File: config.mk
export PLATFORM = sky130hd
export DESIGN_NAME = draw_manager
export DESIGN_NICKNAME = d
export VERILOG_FILES = /design/src/rtl/frame_pkg.sv /design/src/rtl/draw_write_stage.sv /design/src/rtl/draw_manager.sv
export SDC_FILE = /design/constraint.sdc
export NUM_CORES = 1
export LEC_CHECK = 0
export ABC_AREA = 1
export CAP_MARGIN = 20
export CORE_ASPECT_RATIO = 1.5
export CORE_UTILIZATION = 40
export DETAILED_ROUTE_END_ITERATION = 16
export GPL_TIMING_DRIVEN = 0
export PLACE_DENSITY = 0.73
export SLEW_MARGIN = 20
export SYNTH_ARGS = -nofsm -noshare
export SYNTH_HDL_FRONTEND = slang
export SYNTH_SLANG_ARGS = --single-unit
export TNS_END_PERCENT = 30
File: constraint.sdc
create_clock -name clk -period 1.5 [get_ports clk]
set_input_delay 0.3 -clock clk [delete_from_list [all_inputs] [get_ports clk]]
set_output_delay 0.3 -clock clk [all_outputs]
set_load 0.05 [all_outputs]
File: src/rtl/frame_pkg.sv
// Shared frame geometry, color depth, bus widths, FSM state encoding and
// pixel-address helpers for the draw manager and its write stage.
package frame_pkg;

  localparam int COLOR_DEPTH       = 9;
  localparam int DRAW_WIDTH        = 16;
  localparam int DRAW_HEIGHT       = 16;
  localparam int DRAW_WIDTH_ADDRW  = 5;
  localparam int DRAW_HEIGHT_ADDRW = 5;
  localparam int FB_DEPTH          = DRAW_WIDTH * DRAW_HEIGHT;
  localparam int FB_ADDRW          = $clog2(FB_DEPTH);
  localparam int SOURCE_SEL_ADDRW  = 2;

  typedef enum logic [2:0] {
    ST_IDLE    = 3'd0,
    ST_CLEAR   = 3'd1,
    ST_SELECT  = 3'd2,
    ST_COLLECT = 3'd3,
    ST_FLUSH   = 3'd4,
    ST_DONE    = 3'd5
  } draw_state_e;

  // Coordinate buses are one bit wider than needed so off-screen pixels stay visible.
  function automatic logic pix_in_bounds(input logic [DRAW_WIDTH_ADDRW-1:0]  x,
                                         input logic [DRAW_HEIGHT_ADDRW-1:0] y);
    return (x < DRAW_WIDTH_ADDRW'(DRAW_WIDTH)) && (y < DRAW_HEIGHT_ADDRW'(DRAW_HEIGHT));
  endfunction

  function automatic logic [FB_ADDRW-1:0] pix_addr(input logic [DRAW_WIDTH_ADDRW-1:0]  x,
                                                   input logic [DRAW_HEIGHT_ADDRW-1:0] y);
    return FB_ADDRW'(int'(y) * DRAW_WIDTH + int'(x));
  endfunction

endpackage

File: src/rtl/draw_write_stage.sv
// Single registered framebuffer write stage: clear fills take priority, sampled
// pixels are bounds/transparency filtered and converted to a linear address.
module draw_write_stage
  import frame_pkg::*;
(
  input  logic                         clk,
  input  logic                         rst,
  input  logic                         i_clear_en,
  input  logic [FB_ADDRW-1:0]          i_clear_addr,
  input  logic [COLOR_DEPTH-1:0]       i_clear_color,
  input  logic                         i_sample_en,
  input  logic [COLOR_DEPTH-1:0]       i_color,
  input  logic                         i_transparent,
  input  logic [DRAW_WIDTH_ADDRW-1:0]  i_x,
  input  logic [DRAW_HEIGHT_ADDRW-1:0] i_y,
  output logic                         o_fb_we,
  output logic [FB_ADDRW-1:0]          o_fb_addr,
  output logic [COLOR_DEPTH-1:0]       o_fb_data
);

  logic                   w_pix_ok;
  logic [FB_ADDRW-1:0]    w_pix_addr;
  logic                   r_fb_we;
  logic [FB_ADDRW-1:0]    r_fb_addr;
  logic [COLOR_DEPTH-1:0] r_fb_data;

  always_comb begin
    w_pix_ok   = i_sample_en && !i_transparent && pix_in_bounds(i_x, i_y);
    w_pix_addr = pix_addr(i_x, i_y);
  end

  // Address and data hold their last value while no write is issued.
  always_ff @(posedge clk or posedge rst) begin
    if (rst) begin
      r_fb_we   <= 1'b0;
      r_fb_addr <= {FB_ADDRW{1'b0}};
      r_fb_data <= {COLOR_DEPTH{1'b0}};
    end else if (i_clear_en) begin
      r_fb_we   <= 1'b1;
      r_fb_addr <= i_clear_addr;
      r_fb_data <= i_clear_color;
    end else if (w_pix_ok) begin
      r_fb_we   <= 1'b1;
      r_fb_addr <= w_pix_addr;
      r_fb_data <= i_color;
    end else begin
      r_fb_we   <= 1'b0;
    end
  end

  assign o_fb_we   = r_fb_we;
  assign o_fb_addr = r_fb_addr;
  assign o_fb_data = r_fb_data;

endmodule

File: src/rtl/draw_manager.sv
// Frame sequencer: clears the back buffer, then grants the pixel bus to each
// source in ascending ID and forwards its pixels to the framebuffer write port.
// Optional source-start watchdog enabled by defining DRAW_MANAGER_TIMEOUT_EN.
module draw_manager
  import frame_pkg::*;
#(
  parameter int                     NUM_SOURCES    = 4,
  parameter logic [COLOR_DEPTH-1:0] BG_COLOR       = {COLOR_DEPTH{1'b0}},
  parameter int                     TIMEOUT_CYCLES = 1024
) (
  input  logic                         clk,
  input  logic                         rst,
  input  logic                         frame_start,
  output logic                         frame_done,
  output logic                         busy,
  output logic [SOURCE_SEL_ADDRW-1:0]  write_source_sel,
  output logic                         write_awaited,
  input  logic                         write_active,
  input  logic [COLOR_DEPTH-1:0]       write_color_data,
  input  logic                         write_transparent,
  input  logic [DRAW_WIDTH_ADDRW-1:0]  write_x_addr,
  input  logic [DRAW_HEIGHT_ADDRW-1:0] write_y_addr,
  output logic                         fb_we,
  output logic [FB_ADDRW-1:0]          fb_addr,
  output logic [COLOR_DEPTH-1:0]       fb_data,
  output logic                         fb_buffer_sel,
  output logic [NUM_SOURCES-1:0]       timeout_flags
);

  if (NUM_SOURCES < 1 || NUM_SOURCES > (1 << SOURCE_SEL_ADDRW)) begin : g_bad_num_sources
    $error("NUM_SOURCES does not fit write_source_sel");
  end
  if (TIMEOUT_CYCLES < 1) begin : g_bad_timeout
    $error("TIMEOUT_CYCLES must be at least 1");
  end

  draw_state_e                 r_state;
  draw_state_e                 w_next_state;
  draw_state_e                 w_adv_state;
  logic [SOURCE_SEL_ADDRW-1:0] r_idx;
  logic [SOURCE_SEL_ADDRW-1:0] w_next_idx;
  logic [SOURCE_SEL_ADDRW-1:0] w_adv_idx;
  logic [FB_ADDRW-1:0]         r_clr_addr;
  logic                        w_clr_last;
  logic                        w_last_src;
  logic                        w_clear_en;
  logic                        w_sample;
  logic                        w_advance;
  logic                        w_to_expire;
  logic                        r_busy;
  logic                        r_awaited;
  logic                        r_frame_done;
  logic                        r_buf_sel;

  assign w_clr_last = (r_clr_addr == FB_ADDRW'(FB_DEPTH - 1));
  assign w_last_src = (r_idx == SOURCE_SEL_ADDRW'(NUM_SOURCES - 1));
  assign w_clear_en = (r_state == ST_CLEAR);

  // Where the sequencer goes once the current source is finished or skipped.
  always_comb begin
    if (w_last_src) begin
      w_adv_state = ST_FLUSH;
      w_adv_idx   = {SOURCE_SEL_ADDRW{1'b0}};
    end else begin
      w_adv_state = ST_SELECT;
      w_adv_idx   = r_idx + SOURCE_SEL_ADDRW'(1);
    end
  end

  // The cycle that leaves SELECT is sampled too, so a one-cycle burst is never lost.
  always_comb begin
    w_next_state = r_state;
    w_next_idx   = r_idx;
    w_sample     = 1'b0;
    w_advance    = 1'b0;
    case (r_state)
      ST_IDLE: begin
        if (frame_start) begin
          w_next_state = ST_CLEAR;
        end else begin
          w_next_state = ST_IDLE;
        end
      end
      ST_CLEAR: begin
        w_next_idx = {SOURCE_SEL_ADDRW{1'b0}};
        if (w_clr_last) begin
          w_next_state = ST_SELECT;
        end else begin
          w_next_state = ST_CLEAR;
        end
      end
      ST_SELECT: begin
        if (write_active) begin
          w_sample     = 1'b1;
          w_next_state = ST_COLLECT;
        end else if (w_to_expire) begin
          w_advance    = 1'b1;
          w_next_state = w_adv_state;
          w_next_idx   = w_adv_idx;
        end else begin
          w_next_state = ST_SELECT;
        end
      end
      ST_COLLECT: begin
        if (write_active) begin
          w_sample     = 1'b1;
          w_next_state = ST_COLLECT;
        end else begin
          w_advance    = 1'b1;
          w_next_state = w_adv_state;
          w_next_idx   = w_adv_idx;
        end
      end
      ST_FLUSH: w_next_state = ST_DONE;
      ST_DONE:  w_next_state = ST_IDLE;
      default:  w_next_state = ST_IDLE;
    endcase
  end

  always_ff @(posedge clk or posedge rst) begin
    if (rst) begin
      r_state    <= ST_IDLE;
      r_idx      <= {SOURCE_SEL_ADDRW{1'b0}};
      r_clr_addr <= {FB_ADDRW{1'b0}};
    end else begin
      r_state    <= w_next_state;
      r_idx      <= w_next_idx;
      r_clr_addr <= w_clear_en ? (r_clr_addr + FB_ADDRW'(1)) : {FB_ADDRW{1'b0}};
    end
  end

  // Status outputs are registered from the next state so they line up with r_state.
  always_ff @(posedge clk or posedge rst) begin
    if (rst) begin
      r_busy       <= 1'b0;
      r_awaited    <= 1'b0;
      r_frame_done <= 1'b0;
      r_buf_sel    <= 1'b0;
    end else begin
      r_busy       <= (w_next_state != ST_IDLE);
      r_awaited    <= (w_next_state == ST_SELECT) || (w_next_state == ST_COLLECT);
      r_frame_done <= (w_next_state == ST_DONE);
      if (r_state == ST_DONE) begin
        r_buf_sel <= ~r_buf_sel;
      end
    end
  end

`ifdef DRAW_MANAGER_TIMEOUT_EN
  localparam int TO_W = $clog2(TIMEOUT_CYCLES + 1);

  logic [TO_W-1:0]        r_to_cnt;
  logic [NUM_SOURCES-1:0] r_to_flags;

  assign w_to_expire = (r_to_cnt == TO_W'(TIMEOUT_CYCLES - 1));

  // Counts idle SELECT cycles of the current source; flags are sticky until reset.
  always_ff @(posedge clk or posedge rst) begin
    if (rst) begin
      r_to_cnt   <= {TO_W{1'b0}};
      r_to_flags <= {NUM_SOURCES{1'b0}};
    end else begin
      if ((r_state == ST_SELECT) && !write_active && !w_advance) begin
        r_to_cnt <= r_to_cnt + TO_W'(1);
      end else begin
        r_to_cnt <= {TO_W{1'b0}};
      end
      if ((r_state == ST_SELECT) && w_advance) begin
        r_to_flags[r_idx] <= 1'b1;
      end
    end
  end

  assign timeout_flags = r_to_flags;
`else
  assign w_to_expire   = 1'b0;
  assign timeout_flags = {NUM_SOURCES{1'b0}};
`endif

  draw_write_stage u_write_stage (
    .clk           (clk),
    .rst           (rst),
    .i_clear_en    (w_clear_en),
    .i_clear_addr  (r_clr_addr),
    .i_clear_color (BG_COLOR),
    .i_sample_en   (w_sample),
    .i_color       (write_color_data),
    .i_transparent (write_transparent),
    .i_x           (write_x_addr),
    .i_y           (write_y_addr),
    .o_fb_we       (fb_we),
    .o_fb_addr     (fb_addr),
    .o_fb_data     (fb_data)
  );

  assign frame_done       = r_frame_done;
  assign busy             = r_busy;
  assign write_source_sel = r_idx;
  assign write_awaited    = r_awaited;
  assign fb_buffer_sel    = r_buf_sel;

endmodule

==> run metrics, run 1 <==
transition time at the pin with the least slew margin 0.709 ns; most common cell after layout, fill and taps aside sky130_fd_sc_hd__nand2_1; peak supply drop ~1.1 mV; Sum Neg Setup Slack 0 ns; largest delay contributor family on the critical path buffers and inverters; Boundary Pins 52; number of clock sinks 35; number of iterations in the first detailed-routing pass 4; number of standard cells after synthesis 200; Post-layout nets ~290; post-route non-filler standard cell count 303; Area after DPL 0.00222 sq mm; stage delay of the slowest cell on the critical path 0.53 ns; share of the yosys chip area belonging to registers 52.2%; startpoint class of the critical path flip-flop; count of antenna-violating nets left after detailed routing 0; Final period util 98.0%; final period demand of the worst path between 1 and 1.5 ns; buffering stage count on the worst path with inverters included 1; overall die area about 0.0045 sq mm; required time of the worst setup path about 1.2 ns; total met2 wirelength after detailed routing 1.74 mm; maximum fanout along the worst path 2; worst slack on hold paths around 0.45 ns; number of max-cap violations 0; via total after detailed routing between 1000 and 1500; height of the die around 80 microns; result of the run completed; fill cell instance count of the final layout between 400 and 500; number of placement rows 28; post-layout instance area about 0.0023 sq mm; Synth warnings 0; Hold/Removal Path Class in2async; via count of the first global-routing pass 1310; Layout Skew 0.00451 ns; Final HPWL DP between 2 and 3 mm; clock buffer count from CTS 5; global-route total usage across every layer between 10% and 20%; depth of the worst register-to-register path 7; 1st-iter DRT viols 52; worst reg2reg endpoint u_write_stage.o_fb_addr[1]; final antenna diode count 0; Max Clk Rate about 700 MHz; number of hold violations in the final report 0; Synth-to-Final Area Change 37.5%; Leakage between 1 and 1.5 nW; Worst slew margin a little over half; cell breakdown of the critical path dlygate4sd2_1; most frequent cells in the layout sky130_fd_sc_hd__nand2_1, sky130_fd_sc_hd__dfrtp_1, sky130_fd_sc_hd__clkdlybuf4s50_1; mean instance size in the synthesized netlist between 8 and 9 sq um; CP Data Arrival Time 1.17 ns; post-placement cell count ~300; register bit total from synthesis 35; antenna violations before repair 0; first-pass GRT wire length between 5 and 6 mm; global route total overflow 0; largest net degree at the start of global routing 36; number of buffers inserted by port buffering between 40 and 50; detailed-route wire length on metal 1 1.42 mm; startpoint-to-endpoint class of the critical path reg2out; final wirelength around 3.4 mm; Root Driver sky130_fd_sc_hd__clkbuf_8; worst setup path start u_write_stage.o_fb_addr[7]; core outline area approximately 0.004 sq mm; wire length per cell after detailed routing 11.2 microns; source of the worst register-to-register timing path r_state[2]; H-tree level count 2; Slew Limit Fails 0; CP max stage cell sky130_fd_sc_hd__dlygate4sd2_1; Via-to-Cell Ratio roughly 4.5; final setup violating endpoints 0; Worst Setup End Kind output port; # DRC 0; starting density of the core 42.0%; number of distinct library cells after synthesis 26; setup repair after global routing missed its margin no; maximum buffer depth of the clock tree 2; met3 wire length roughly 160 microns; gp weighted congestion between 0.7 and 0.8; TritonCTS clock tree yes; clock latency at the later pin of the worst-skew pair slightly below 0.3 ns; power per unit of standard cell area roughly 1800 mW/mm^2; width of the chip between 50 and 60 microns; proportion of layout cells with a drive suffix above 1 a little over a tenth; cell area after synthesis about 0.0017 sq mm; flop2flop setup slack 0.17 ns; top layer reached by signal wires met4; clock transition at the registers of the reported paths ~0.070 ns
how the worst max path moves through the flow:
stage | to | slack, ns | cells past startpoint
4_1_cts | write_source_sel[1] | 0.01 | 1
5_1_grt | fb_data[5] | 0.0005 | 1
2_1_floorplan | busy | 0.05 | 6
3_5_place_dp | u_write_stage.o_fb_addr[6] | -0.19 | 7
6_report | fb_addr[7] | 0.03 | 1
3_3_place_gp | u_write_stage.o_fb_addr[0] | -0.36 | 2
metal layers:
metal,GRT usage (%),vias to the layer above
met5,0,-
met4,8.72,0
met3,4.87,7
met2,29.8,30
met1,18.9,617
li1,-,721
flip-flops by register name (all words and copies together) (netlist names):
| name | count |
|---|---|
| u_write_stage.o_fb_data | 9 |
| r_clr_addr | 8 |
| u_write_stage.o_fb_addr | 8 |
| r_state | 3 |
| write_source_sel | 2 |
| busy | 1 |
| fb_buffer_sel | 1 |
| frame_done | 1 |
| u_write_stage.o_fb_we | 1 |
| write_awaited | 1 |
power breakdown:
| part | leakage, nW | internal, mW | switching [mW] |
|---|---|---|---|
| sequential | 0.460 | 1.22 | 0.185 |
| clock | 0.0515 | 0.419 | 0.318 |
| combinational | 0.696 | 0.607 | 1.46 |
| total | 1.21 | 2.25 | 1.96 |
cell usage after synthesis:
cell,instances,area share (%)
sky130_fd_sc_hd__a21oi_1,4,1.2
sky130_fd_sc_hd__a22oi_1,1,0.45
sky130_fd_sc_hd__buf_2,1,0.30
sky130_fd_sc_hd__buf_4,4,1.8
sky130_fd_sc_hd__buf_6,3,2.0
sky130_fd_sc_hd__conb_1,1,0.22
sky130_fd_sc_hd__dfrtp_1,35,52
sky130_fd_sc_hd__ha_1,4,3.0
sky130_fd_sc_hd__inv_1,20,4.5
sky130_fd_sc_hd__inv_2,3,0.67
sky130_fd_sc_hd__nand2_1,73,16
sky130_fd_sc_hd__nand2_2,1,0.37
sky130_fd_sc_hd__nand3_1,11,3.3
sky130_fd_sc_hd__nand3_2,1,0.60
sky130_fd_sc_hd__nand3_4,1,1.0
sky130_fd_sc_hd__nand3b_1,1,0.45
sky130_fd_sc_hd__nand4_1,1,0.37
sky130_fd_sc_hd__nor2_1,17,3.8
sky130_fd_sc_hd__nor2_4,1,0.67
sky130_fd_sc_hd__nor3_1,2,0.60
sky130_fd_sc_hd__nor3_4,1,0.97
sky130_fd_sc_hd__o21ai_0,7,2.1
sky130_fd_sc_hd__o21ai_1,2,0.60
sky130_fd_sc_hd__o21bai_1,1,0.45
sky130_fd_sc_hd__xnor2_1,3,1.6
sky130_fd_sc_hd__xor2_1,1,0.52
through the flow:
stage / setup WS, ns / total power, mW / utilization (%)
after CTS: 0.0142 / 4.25 / 57.4
final: 0.0296 / 4.21 / 57.8
after floorplan: 0.0469 / 2.94 / -
after detailed placement: -0.188 / 3.66 / 55.5
after global routing: 0.000549 / 4.49 / 57.8
after global placement: -0.362 / 3.62 / 55.5
cell families (layout without fill, tap and decap cells):
| logic type | Yosys count | after routing | share of synthesized area, % |
|---|---|---|---|
| AND/OR/NAND/NOR | 110 | 110 | 28.5 |
| flip-flops | 35 | 35 | 52.2 |
| buffers and inverters | 31 | 86 | 9.25 |
| AO/OA/AOI/OAI | 15 | 15 | 4.77 |
| adder cells (fa/ha/maj) | 4 | 4 | 2.98 |
| XOR/XNOR | 4 | 4 | 2.09 |
| other | 1 | 4 | 0.223 |
timing repair:
action,4_1_cts,5_1_grt
pin swaps,0,2
hold buffers,0,0
setup endpoints to repair,24,14
setup buffers,0,0
resized for setup,28,15
area by class of cell:
cell class | count | area (sq um) | area share, %
Timing Repair Buffer | 47 | 457 | 19.8
Inverter | 23 | 86.3 | 3.74
Clock buffer | 8 | 100 | 4.34
Sequential cell | 35 | 876 | 38.0
Tap cell | 45 | 56.3 | 2.44
Buffer | 8 | 68.8 | 2.98
Multi-Input combinational cell | 137 | 663 | 28.7
Note: power is estimated with default switching activity, not from simulation.
==> run 2: changes to the inputs <==
- CORE_UTILIZATION: 40 -> 46
- PLACE_DENSITY: 0.73 -> 0.82
- REMOVE_ABC_BUFFERS: not set -> 1
==> run metrics, run 2 (synthesis gave the netlist of run 1 again) <==
Via-to-Cell Ratio 4.83 (was 4.54); switching power 1.99 mW (was 1.96 mW); global-route total usage across every layer 19.9% (was 17.5%); # DRC 0 (unchanged); 1st-iter DRT viols 37 (was 52); worst setup slack after placement -0.344 ns (was -0.188 ns); Synth-to-Final Area Change 33.9% (was 37.5%); Layout Skew 0.0115 ns (was 0.00451 ns); overall die area 0.00390 sq mm (was 0.00446 sq mm); height of the die 76.0 microns (was 81.3 microns); number of flip-flops in the largest register 9 (unchanged); result of the run completed (unchanged); Root Driver sky130_fd_sc_hd__clkbuf_8 (unchanged); maximum fanout along the worst path 2 (unchanged); Final period util 97.5% (was 98.0%); flop2flop setup slack 0.11 ns (was 0.17 ns); post-layout instance area 0.00225 sq mm (was 0.00231 sq mm); sequential power share 34.1% (was 33.4%); stage delay of the slowest cell on the critical path 0.53 ns (about the same); Boundary Pins 52 (unchanged); largest net degree at the start of global routing 36 (unchanged); number of hold violations in the final report 0 (unchanged); core outline area 0.00345 sq mm (was 0.00399 sq mm); Post-layout nets 279 (was 285); number of clock sinks 35 (unchanged); clock latency at the later pin of the worst-skew pair 0.28 ns (was 0.29 ns); Hold/Removal Path Class in2async (unchanged); depth of the worst register-to-register path 7 (unchanged); Leakage 1.19 nW (was 1.21 nW); maximum buffer depth of the clock tree 2 (unchanged); final wirelength 3.59 mm (was 3.38 mm); power per unit of standard cell area 1850 mW/mm^2 (was 1830 mW/mm^2); peak supply drop 1.25 mV (was 1.09 mV); final setup violating endpoints 0 (unchanged); number of max-cap violations 0 (unchanged); via count of the first global-routing pass 1396 (was 1310); cell breakdown of the critical path dlygate4sd2_1 (unchanged); P_int 2.17 mW (was 2.25 mW); gp weighted congestion 0.760 (was 0.746); number of placement rows 26 (was 28); count of antenna-violating nets left after detailed routing 0 (unchanged); Area after DPL 0.00214 sq mm (was 0.00222 sq mm); CP max stage cell sky130_fd_sc_hd__dlygate4sd2_1 (unchanged); antenna violations before repair 0 (unchanged); largest delay contributor family on the critical path buffers and inverters (unchanged); number of iterations in the first detailed-routing pass 4 (unchanged); startpoint-to-endpoint class of the critical path reg2out (unchanged); TritonCTS clock tree yes (unchanged); final period demand of the worst path 1.46 ns (was 1.47 ns); worst reg2reg endpoint u_write_stage.o_fb_data[5] (was u_write_stage.o_fb_addr[1]); H-tree level count 2 (unchanged); Max Clk Rate 684 MHz (was 680 MHz); via total after detailed routing 1414 (was 1375); Slew Limit Fails 0 (unchanged); most common cell after layout, fill and taps aside sky130_fd_sc_hd__nand2_1 (unchanged); number of buffers inserted by port buffering 47 (unchanged); switching share of power 47.9% (was 46.6%); Final HPWL DP 2.49 mm (was 2.57 mm); proportion of layout cells with a drive suffix above 1 9.96% (was 10.9%); final antenna diode count 0 (unchanged); share of power burned in combinational logic 49.7% (was 49.1%); clock transition at the registers of the reported paths 0.07 ns (about the same); first-pass GRT wire length 5.91 mm (was 5.58 mm); Worst Setup End Kind output port (unchanged); share of total power in the clock network 16.2% (was 17.5%); CP Data Arrival Time 1.16 ns (was 1.17 ns); transition time at the pin with the least slew margin 0.704 ns (was 0.709 ns); buffering stage count on the worst path with inverters included 1 (unchanged); source of the worst register-to-register timing path r_state[2] (unchanged); startpoint class of the critical path flip-flop (unchanged); required time of the worst setup path 1.20 ns (about the same); fin worst setup slack 0.0378 ns (was 0.0296 ns); fill cell instance count of the final layout 289 (was 404); starting density of the core 48.7% (was 42.0%); most frequent cells in the layout sky130_fd_sc_hd__nand2_1, sky130_fd_sc_hd__dfrtp_1, sky130_fd_sc_hd__clkdlybuf4s50_1 (unchanged); width of the chip 51.3 microns (was 54.9 microns); hold_buf cts 0 (unchanged); clock buffer count from CTS 5 (unchanged); global route total overflow 0 (unchanged); Worst slew margin 53.0% (was 52.7%); wire length per cell after detailed routing 12.2 microns (was 11.2 microns)
## run 2: cell count changes in the layout (fill, tap and decap cells not counted), sizes merged
cell / change
buf: -6
clkbuf: -1
clkdlybuf4s15: -7
clkinv: +1
dlygate4sd2: +7
dlymetal6s2s: -1
## run 2: worst reg2reg max path, delay by kind of cell (launching register included)
kind	cells	cell delay (ns)
and+or+nand+nor	4	0.39
DFF	1	0.41
buffers and inverters	3	0.50
## run 2: power groups by stage
stage / clock [mW] / combinational (mW) / sequential (mW)
after global routing: 0.730 / 2.23 / 1.45
after CTS: 0.685 / 2.01 / 1.41
after global placement: 0 / 2.12 / 1.42
after detailed placement: 0 / 2.15 / 1.43
final: 0.675 / 2.07 / 1.42
after floorplan: 0 / 0.640 / 2.22
## run 2: layout make-up
class / instances / area [sq um] / area share, %
timing repair buffer: 49 / 468 / 20.8
clock buffer: 6 / 82.6 / 3.67
sequential: 35 / 877 / 39.0
inverter: 23 / 88.8 / 3.95
clock inverter: 1 / 5.00 / 0.223
multi-input combinational: 137 / 673 / 30.0
tap: 42 / 52.6 / 2.34
## run 2: how the worst max path moves through the flow
stage,from,endpoint,slack [ns],cells past startpoint
floorplan,write_source_sel[0],busy,0.05,6
global placement,rst,u_write_stage.o_fb_addr[0],-0.33,2
detailed placement,write_active,u_write_stage.o_fb_data[1],-0.34,6
CTS,r_state[2],u_write_stage.o_fb_data[7],-0.03,6
global route,write_x_addr[4],u_write_stage.o_fb_addr[6],-0.01,7
finish,u_write_stage.o_fb_addr[7],fb_addr[7],0.04,1
## run 2: metrics by stage
| step | std cells | power, mW | hold WS (ns) | setup TNS (ns) | util [%] |
|---|---|---|---|---|---|
| 6_report | 293 | 4.16 | 0.445 | 0 | 65.2 |
| 5_1_grt | 293 | 4.41 | 0.481 | -0.0109 | 65.2 |
| 4_1_cts | 291 | 4.10 | 0.470 | -0.240 | 64.2 |
| 3_5_place_dp | 284 | 3.59 | 0.457 | -5.41 | 62.2 |
| 3_3_place_gp | 284 | 3.53 | 0.453 | -16.66 | 62.2 |
| 2_1_floorplan | 195 | 2.86 | 0.417 | 0 | - |
## run 2: routing by layer
| layer | up-vias | wire (microns) | global-route usage, % |
|---|---|---|---|
| met4 | 0 | 79 | 10.5 |
| met3 | 8 | 147 | 4.59 |
| met2 | 46 | 1920 | 34.2 |
| met1 | 647 | 1450 | 22.0 |
| met5 | - | 0 | 0 |
| li1 | 713 | - | - |
## run 2: what timing repair did
| action | 4_1_cts | 5_1_grt |
|---|---|---|
| pin swaps | 1 | 2 |
| endpoints found under the setup margin | 40 | 25 |
| setup buffers | 0 | 2 |
| gates cloned | 0 | 0 |
| resized for setup | 31 | 11 |
